$ cat src/rtl/sram_port_arbiter.sv
// Arbitrates fetch and load/store requests onto one pipelined single-port SRAM.
// Optional macro SRAM_ARB_ROUND_ROBIN_EN selects round-robin ties (default: data wins ties).
module sram_port_arbiter #(
  parameter int ADDR_W = 32,
  parameter int DATA_W = 32
) (
  input  logic              clk,
  input  logic              reset,
  input  logic              inst_req,
  input  logic [ADDR_W-1:0] inst_addr,
  output logic              inst_addr_ok,
  output logic              inst_data_ok,
  output logic [DATA_W-1:0] inst_rdata,
  input  logic              data_req,
  input  logic              data_wr,
  input  logic [ADDR_W-1:0] data_addr,
  input  logic [DATA_W-1:0] data_wdata,
  output logic              data_addr_ok,
  output logic              data_data_ok,
  output logic [DATA_W-1:0] data_rdata,
  output logic              sram_en,
  output logic              sram_we,
  output logic [ADDR_W-1:0] sram_addr,
  output logic [DATA_W-1:0] sram_wdata,
  input  logic [DATA_W-1:0] sram_rdata
);

  typedef enum logic [1:0] {
    PEND_NONE,
    PEND_INST,
    PEND_DATA
  } pend_t;

  pend_t pend;
  logic  pend_wr;
  logic  last_grant;  // 1 = data was granted last
  logic  grant_inst;
  logic  grant_data;
  logic  data_side;

  // Grants are suppressed while reset is high so the first grant lands in the first free cycle.
  always_comb begin
    grant_inst = 1'b0;
    grant_data = 1'b0;
    if (!reset) begin
      if (inst_req && data_req) begin
`ifdef SRAM_ARB_ROUND_ROBIN_EN
        grant_data = !last_grant;
        grant_inst = last_grant;
`else
        grant_data = 1'b1;
`endif
      end else begin
        grant_inst = inst_req;
        grant_data = data_req;
      end
    end
  end

`ifndef SRAM_ARB_ROUND_ROBIN_EN
  logic unused_last_grant;
  assign unused_last_grant = last_grant;
`endif

  assign data_side    = grant_data || (!grant_inst && data_req);
  assign inst_addr_ok = grant_inst;
  assign data_addr_ok = grant_data;
  assign sram_en      = grant_inst || grant_data;
  assign sram_we      = grant_data && data_wr;
  assign sram_addr    = data_side ? data_addr : inst_addr;
  assign sram_wdata   = data_side ? data_wdata : '0;

  assign inst_data_ok = (pend == PEND_INST);
  assign data_data_ok = (pend == PEND_DATA);
  assign inst_rdata   = inst_data_ok ? sram_rdata : '0;
  assign data_rdata   = (data_data_ok && !pend_wr) ? sram_rdata : '0;

  always_ff @(posedge clk or posedge reset) begin
    if (reset) begin
      pend       <= PEND_NONE;
      pend_wr    <= 1'b0;
      last_grant <= 1'b1;
    end else if (grant_inst) begin
      pend       <= PEND_INST;
      pend_wr    <= 1'b0;
      last_grant <= 1'b0;
    end else if (grant_data) begin
      pend       <= PEND_DATA;
      pend_wr    <= data_wr;
      last_grant <= 1'b1;
    end else begin
      pend       <= PEND_NONE;
      pend_wr    <= 1'b0;
    end
  end

endmodule

$ cat config.mk
export PLATFORM = sky130hd
export DESIGN_NAME = sram_port_arbiter
export DESIGN_NICKNAME = d
export VERILOG_FILES = /design/src/rtl/sram_port_arbiter.sv
export SDC_FILE = /design/constraint.sdc
export NUM_CORES = 1
export LEC_CHECK = 0
export ABC_AREA = 1
export BUFFER_PORTS_ARGS = -buffer_cell sky130_fd_sc_hd__buf_4
export CORE_AREA = 4 4 103 105
export DETAILED_ROUTE_END_ITERATION = 10
export DIE_AREA = 0 0 107 109
export GPL_TIMING_DRIVEN = 1
export PLACE_DENSITY = 0.57
export SETUP_SLACK_MARGIN = 0.5
export SYNTH_ARGS = -nofsm -noshare
export SYNTH_HDL_FRONTEND = slang
export SYNTH_SLANG_ARGS = --single-unit
$ cat constraint.sdc
create_clock -name clk -period 1.3 [get_ports clk]
set_input_delay 0.13 -clock clk [delete_from_list [all_inputs] [get_ports clk]]
set_output_delay 0.13 -clock clk [all_outputs]
set_load 0.005 [all_outputs]
==> summary.md, run 1 <==
| Metric | Value |
|---|---|
| Vias/cell | approximately 4.0 |
| Max IR drop VDD | between 200 and 250 uV |
| Fin nets | 717 |
| CP endpoint kind | output port |
| I/O pins | 267 |
| Clk pin slew, worst setup/hold paths | 30 ps |
| Post-route DRC | 0 |
| Worst Hold Class | input pin to register |
| Gr busiest metal | met2 |
| Register Area | 76.3 sq um |
| Full die area | 0.0117 sq mm |
| Max-Cap Viols | 0 |
| Post-Synthesis Cells | 292 |
| Met2 Resource Use GR | roughly a third |
| Switching part of the total power | 37.7% |
| WL per Instance | between 15 and 20 microns |
| Sinks on Clock Net | 3 |
| Gr usage total | roughly 17% |
| DRT iter0 DRCs | 53 |
| Status | finished with violations |
| Sequential share of the synthesized area | approximately 5.5% |
| Yosys warns | 0 |
| Max Freq | 0.721 GHz |
| Die Span X | between 100 and 150 microns |
| CTS max path bufs | 2 |
| First-pass GRT wire length | 15.4 mm |
| Area grow syn2layout | 301% |
| DIE HEIGHT | 109 microns |
| Mapped Nets | 425 |
| RSZ-0062 raised after global routing | yes |
| Vias in the first global route | about 3100 |
| GR Util met1 | between 10% and 20% |
| Largest net degree at the start of global routing | 17 |
| Setup_tns | -2400 ps |
| Post-Syn Area per Cell | 4.65 sq um |
| Req. time, crit path | 1170 ps |
| Pleak | 3.10 nW |
| CP Max Fanout | 8 |
| Failing checks | negative setup slack |
| Via Count | 2897 |
| Seq pwr share | 4.9% |
| Number of port buffers | 266 |
| Routed Antenna Nets | 0 |
| Detailed-router iteration count before antenna repair | 2 |
| # fillers | 798 |
| Core area | 0.00964 sq mm |
| Final hold vios | 0 |
| Setup WS post-layout | -86.4 ps |
| Htree depth | 1 |
| P_int | 1.29 mW |
| CP Launch Type | register |
| Slowest cell on the critical path | dfrtp_1 |
| CTS tree | yes |
| CTS buffer count | 3 |
| Post-synthesis register bit count | 3 |
| Rel. slew slack | 86.7% |
| PwrDens | 381 mW/mm^2 |
| CP peak stage delay | 380 ps |
| Multi-input gate area | 0.00173 sq mm |
| Minimum clock period | 1390 ps |
| Logic pwr share | just over 80% |
| Synth Cell Area | 0.00136 sq mm |
| Post-DP HPWL | 7.01 mm |
| Met3 global-route usage | ~5.7% |
| Actual slew at the worst max-slew pin | 200 ps |
| Critical path cell sequence | inv_2 > nand3_4 > clkbuf_16 > nor2_4 > buf_6 |
| Layout cell share with drive strength beyond 1 | 88.0% |
| Initial antenna violation count | 0 |
| Hold depth | 2 |
| Hold slack | 161 ps |
| Initial Utilization | 14.1% |
| # diodes | 0 |
| Max-slew violations | 0 |
| WL final | 10.8 mm |
| Fin crit share | 107% |
| CTS Root Cell | clkbuf_8 |
| Global route overflow | 0 |
| Critical path arrival | 1260 ps |
| Routability Congestion | 0.758 |
| Cell variety after synth | 15 |
| Clk pwr share | 12.9% |
| Final setup viols | 62 |
| Critical path class | register to output port |
| Sw power | 0.784 mW |
| Row count | 36 |
-- flip-flops by register name (all words and copies together), names as in the netlist --
register and cells:
pend 2, pend_wr 1
-- critical path: cells and delay by family (launching register included) --
family | cells | cell delay [ps]
buf+inv | 3 | 420
flops | 1 | 380
simple gates | 2 | 240
-- worst paths after layout --
check,start,to,slack [ps]
setup / recovery,pend[0],data_rdata[21],-90
hold / removal,reset,pend[1],160
max in group asynchronous,reset,pend[1],740
min in group asynchronous,reset,pend[0],400
-- area by class of cell --
| type | count | area share (%) |
|---|---|---|
| Multi-Input combinational cell | 201 | 31.7 |
| Inverter | 71 | 5.51 |
| Sequential cell | 3 | 1.40 |
| Timing Repair inverter | 2 | 0.665 |
| Timing Repair Buffer | 302 | 56.8 |
| Clock buffer | 4 | 0.826 |
| Tap cell | 133 | 3.05 |
-- stage by stage --
stage          area, sq um  utilization, %  power (mW)  std cells  setup slack [ps]
6_report              5450            56.6        2.08        716             -86.4
5_1_grt               5450            56.6        2.20        716              -162
4_1_cts               5250            54.4        2.00        714             -63.5
3_5_place_dp          3530            36.6        1.11        679              45.7
3_3_place_gp          3530            36.6        1.11        679              51.4
2_1_floorplan         1460               -       0.462        292               333
-- Yosys cell counts (all sizes together) --
cell type  count  share of area, %
a21oi          1              0.37
and3           2              0.92
buf           17                11
dfrtp          3               5.5
inv           71                20
nand2        128                35
nand3          1               1.3
nor2          68                25
nor3           1              0.37
-- power by group through the flow --
stage | Clock [mW] | Combinational [mW] | Sequential, mW
floorplan | 0 | 0.359 | 0.103
global placement | 0 | 1.00 | 0.103
detailed placement | 0 | 1.01 | 0.103
CTS | 0.277 | 1.62 | 0.102
global route | 0.287 | 1.81 | 0.103
finish | 0.269 | 1.71 | 0.102
-- timing repair --
action                     4_1_cts  5_1_grt
hold endpoints to repair         3        0
setup endpoints to repair      133      133
hold buffers                     1        0
resized for setup              351       42
pin swaps                       56       32
setup buffers                   15        1
cloned                          15        1
-- cells in the final DEF, fill, tap and decap left out, drive strengths merged, types with 2 or more instances in the layout --
cell and count:
and3 2, clkbuf 5, inv 72, dfrtp 3, buf 300, nor2 68
nand2 128
-- cell families (layout without fill, tap and decap cells) --
group           Yosys count  count (layout)  share of synthesized area [%]
simple gates            200             200                           63.2
flops                     3               3                           5.52
compound gates            1               1                          0.368
buf+inv                  88             379                           30.9
-- per-layer routing --
layer	up-vias	part of all wire, %
met5	-	0
met4	0	1.7
met3	16	11
met2	180	55
met1	1312	32
li1	1389	-
(Power assumes the default switching activity.)
==> inputs of run 2 (changes only) <==
--- a/config.mk
+++ b/config.mk
@@ -7,12 +7,13 @@
 export LEC_CHECK = 0
 export ABC_AREA = 1
 export BUFFER_PORTS_ARGS = -buffer_cell sky130_fd_sc_hd__buf_4
-export CORE_AREA = 4 4 103 105
+export CORE_AREA = 4 4 102 104
 export DETAILED_ROUTE_END_ITERATION = 10
-export DIE_AREA = 0 0 107 109
+export DIE_AREA = 0 0 106 108
 export GPL_TIMING_DRIVEN = 1
-export PLACE_DENSITY = 0.57
+export PLACE_DENSITY = 0.58
 export SETUP_SLACK_MARGIN = 0.5
 export SYNTH_ARGS = -nofsm -noshare
 export SYNTH_HDL_FRONTEND = slang
 export SYNTH_SLANG_ARGS = --single-unit
+export TNS_END_PERCENT = 1
==> run 2 against run 1 <==
  * The run still ends with negative setup slack left
  * Design area decreased by 18%
  * Via count decreased by 7.1%
  * Critical endpoint is now data_rdata[29]
  * Routed wire length decreased by 19%
  * Clock-buffer cell count unchanged
  * Sequential cell count unchanged
  * Highest routed layer unchanged
==> summary.md, run 2 (synthesis results as in run 1) <==
| Metric | Value |
|---|---|
| Pleak | 2.75 nW |
| Via Count | 2692 |
| Vias/cell | 3.91 |
| Most frequent cells in the layout | buf_4 (204), buf_6 (66), nand2_4 (62) |
| CP Max Fanout | 7 |
| Global route overflow | 0 |
| Minimum clock period | 1340 ps |
| Top reg by flops | pend |
| Fin nets | 690 |
| Core area | 0.00955 sq mm |
| Full die area | 0.0114 sq mm |
| Seq pwr share | 6.0% |
| Final hold vios | 0 |
| CP endpoint kind | output port |
| Fin crit share | 103% |
| Layout cell share with drive strength beyond 1 | 83.8% |
| Critical path class | register to output port |
| Rel. slew slack | 72.7% |
| First-pass GRT wire length | 12.9 mm |
| Critical path arrival | 1210 ps |
| Hold slack | 143 ps |
| Initial Utilization | 14.2% |
| Wl on met1 | 2.73 mm |
| Max layer used | met4 |
| WL per Instance | around 13 microns |
| Max-Cap Viols | 0 |
| Sinks on Clock Net | 3 |
| Logic pwr share | roughly four fifths |
| Sw power | 0.639 mW |
| Routed Antenna Nets | 0 |
| PwrDens | 383 mW/mm^2 |
| Setup WS post-layout | -39.0 ps |
| Most common cell after layout, fill and taps aside | buf_4 |
| CP Launch Type | register |
| Vias in the first global route | between 2000 and 3000 |
| Core Util, Final | a little under half |
| # diodes | 0 |
| Number of flip-flops in the largest register | 2 |
| Routability Congestion | 0.756 |
| DR WL met2 | 4.81 mm |
| Max-slew violations | 0 |
| Clk pin slew, worst setup/hold paths | 30 ps |
| Gr usage total | 13.6% |
| Switching part of the total power | 37.1% |
| Post-DP HPWL | 7.00 mm |
| Area grow syn2layout | 230% |
| Placed cell areas | ~0.0035 sq mm |
| Actual slew at the worst max-slew pin | 410 ps |
| Worst Hold Class | input pin to register |
| Cell Count, Final, Fillers Out | 689 |
| Placed cells | 682 |
| RSZ-0062 raised after global routing | yes |
| P_int | 1.08 mW |
| CTS max path bufs | 2 |
| WL final | around 8.7 mm |
| Detailed-router iteration count before antenna repair | 4 |
| DR WL met3 | between 1 and 1.5 mm |
| Max Freq | 0.747 GHz |
| Die Span X | ~110 microns |
| I/O pins | 267 |
| Initial antenna violation count | 0 |
| Failing checks | negative setup slack |
| DIE HEIGHT | ~110 microns |
| Cell area after layout | 0.00449 sq mm |
| Largest registers | pend (2), pend_wr (1) |
| CTS buffer count | 3 |
| Number of port buffers | ~270 |
| DRT iter0 DRCs | 63 |
| CTS Root Cell | clkbuf_8 |
| Hold depth | 2 |
| Pre-CTS WS | 38.7 ps |
| CTS tree | yes |
| Clk pwr share | 15.4% |
| Largest net degree at the start of global routing | 42 |
| Req. time, crit path | 1170 ps |
| Max IR drop VDD | 249 uV |
| Htree depth | 1 |
| Status | finished with violations |
| Final setup viols | 21 |
| Post-route DRC | 0 |
| Row count | 36 |
-- run 2: cell types whose count changed in the layout (fill, tap and decap cells not counted), sizes merged --
cell    previous run  this run
clkinv             1         0
inv               72        71
buf              300       276
clkbuf             5         4
-- run 2: metal layers --
layer,track usage [%],up-vias
li1,-,1326
met1,14.1,1186
met2,27.2,170
met3,4.06,10
met4,2.22,0
met5,0,-
-- run 2: worst paths after layout --
path / slack (ps) / from / end
max in group asynchronous: 700 / reset / pend[1]
hold / removal: 140 / reset / pend[1]
min in group asynchronous: 430 / reset / pend_wr
setup / recovery: -40 / pend[0] / data_rdata[29]
-- run 2: area by class of cell --
| cell class | count | area, sq um |
|---|---|---|
| fillers | 947 | 5060 |
| repair buffers | 277 | 2420 |
| well taps | 133 | 166 |
| flip-flops and latches | 3 | 76.3 |
| inverters | 71 | 282 |
| multi-input cells | 201 | 1500 |
| clock buffers | 4 | 45.0 |
-- run 2: per-stage QoR --
step                TNS, ps  power, mW
floorplan                 0      0.428
global placement          0       1.08
detailed placement        0       1.09
CTS                    -724       1.67
global route          -4030       1.84
finish                 -204       1.72
-- run 2: timing repair --
action	CTS	global route
resized for setup	254	44
hold buffers	1	0
pin swaps	88	95
hold endpoints to repair	3	0
setup endpoints to repair	134	134
setup buffers	2	0
-- run 2: worst max-delay path: stages, from the launching register on --
cell	delay (ps)
dfrtp_1	370
inv_2	100
nand3_4	120
buf_6	170
nor2_2	110
buf_4	120
-- run 2: power by group through the flow --
| stage | Clock (mW) | Sequential [mW] | Combinational [mW] |
|---|---|---|---|
| after global placement | 0 | 0.103 | 0.975 |
| after global routing | 0.275 | 0.103 | 1.46 |
| after floorplan | 0 | 0.103 | 0.326 |
| after detailed placement | 0 | 0.103 | 0.987 |
| final | 0.264 | 0.102 | 1.35 |
| after CTS | 0.268 | 0.102 | 1.29 |
==> inputs of run 3 (changes only) <==
--- a/config.mk
+++ b/config.mk
@@ -13,6 +13,8 @@
 export GPL_TIMING_DRIVEN = 1
 export PLACE_DENSITY = 0.58
 export SETUP_SLACK_MARGIN = 0.5
+export SKIP_CTS_REPAIR_TIMING = 1
+export SLEW_MARGIN = 20
 export SYNTH_ARGS = -nofsm -noshare
 export SYNTH_HDL_FRONTEND = slang
 export SYNTH_SLANG_ARGS = --single-unit
==> run 3 against run 2 <==
  * The run still ends with negative setup slack left
  * Critical path depth is the same
  * Sequential cell count is the same
  * First-iteration DRC count is the same
  * Highest routed layer unchanged
  * Routed wire length grew 2.3%
  * Cell count is the same
  * Via count is the same
  * Clock power is essentially flat
  * Power grew 0.89%
==> summary.md, run 3 (synthesis results as in run 1) <==
| Metric | Value |
|---|---|
| Area grow syn2layout | 233% |
| Fin nets | around 700 |
| Worst Hold Class | input pin to register |
| Vias in the first global route | between 2000 and 3000 |
| Rel. slew slack | 72.4% |
| Max Freq | approximately 0.75 GHz |
| Req. time, crit path | about 1200 ps |
| Max IR drop VDD | 247 uV |
| WL per Instance | 12.9 microns |
| CP startpoint | pend[0] |
| Number of flip-flops in the largest register | 2 |
| Post-route DRC | 0 |
| CTS max path bufs | 2 |
| Max-slew violations | 0 |
| Minimum clock period | 1330 ps |
| Row count | 36 |
| CTS Root Cell | clkbuf_8 |
| CP Launch Type | register |
| Pleak | between 2 and 3 nW |
| Fin crit share | 103% |
| Global route overflow | 0 |
| Largest registers | pend (2), pend_wr (1) |
| Sinks on Clock Net | 3 |
| Vias/cell | 3.91 |
| DIE HEIGHT | 108 microns |
| Critical path class | register to output port |
| Final hold vios | 0 |
| Die Span X | 106 microns |
| Setup_tns | -513 ps |
| CP Max Fanout | 7 |
| Number of port buffers | 266 |
| Routed Antenna Nets | 0 |
| Largest net degree at the start of global routing | 42 |
| WL final | 8.88 mm |
| DRT iter0 DRCs | 63 |
| Status | finished with violations |
| HP Start | data_wr |
| Clk pin slew, worst setup/hold paths | 30 ps |
| I/O pins | 267 |
| CTS tree | yes |
| Actual slew at the worst max-slew pin | 414 ps |
| Initial Utilization | 14.2% |
| Final setup viols | 27 |
| Setup WS post-layout | -33.6 ps |
| Initial antenna violation count | 0 |
| Max-Cap Viols | 0 |
| CTS buffer count | 3 |
| Failing checks | negative setup slack |
| Gr usage total | approximately an eighth |
| Most common cell after layout, fill and taps aside | buf_4 |
| RSZ-0062 raised after global routing | yes |
| Top reg by flops | pend |
| Core area | 0.00955 sq mm |
| Routability Congestion | 0.756 |
| Hold slack | about 180 ps |
| Full die area | 0.0114 sq mm |
| Post-DP HPWL | 7.00 mm |
| # diodes | 0 |
| Htree depth | 1 |
| PwrDens | 383 mW/mm^2 |
| Most frequent cells in the layout | buf_4 (205), buf_6 (65), nand2_4 (62) |
| Detailed-router iteration count before antenna repair | 4 |
| Critical path arrival | 1200 ps |
| CP endpoint kind | output port |
| Total power | 1.74 mW |
| Pre-CTS WS | 38.7 ps |
| Layout cell share with drive strength beyond 1 | a little over four fifths |
| Via Count | 2692 |
| First-pass GRT wire length | 11.5 mm |
[run 3: cell count changes in the layout (fill, tap and decap cells not counted), sizes merged]
cell / before / now
clkinv: 0 / 1
inv: 71 / 70
[run 3: report_power, final]
group	switching (mW)	internal (mW)
logic	0.589	0.779
registers	0.00399	0.0984
clock network	0.0564	0.209
[run 3: critical path, cell delays in order, from the launching register on]
cell,delay (ps)
dfrtp_1,370
inv_2,100
nand3_4,130
buf_4,180
nor2_1,90
buf_4,120
[run 3: stage by stage]
stage	instance area (sq um)	utilization (%)	std cells
finish	4530	47.4	689
global route	4530	47.4	689
CTS	3510	36.8	686
detailed placement	3470	36.3	682
global placement	3470	36.3	682
floorplan	1360	-	292
[run 3: final timing paths]
path                                  end  cells after the start
hold / removal                    pend_wr                      2
min in group asynchronous         pend_wr                      3
max in group asynchronous         pend[1]                      3
setup / recovery           data_rdata[20]                      5
[run 3: cell type report]
type                    instances  area [sq um]
multi-input cells             201          1520
inverters                      71           287
flip-flops and latches          3          76.3
clock buffers                   4          45.0
fillers                       952          5020
well taps                     133           166
repair buffers                277          2430
[run 3: per-layer routing]
layer / track usage, % / vias to the layer above / part of all wire (%)
li1: - / 1335 / -
met1: 13.2 / 1169 / 32
met2: 22.4 / 176 / 54
met3: 4.00 / 12 / 12
met4: 2.59 / 0 / 1.8
met5: 0 / - / 0
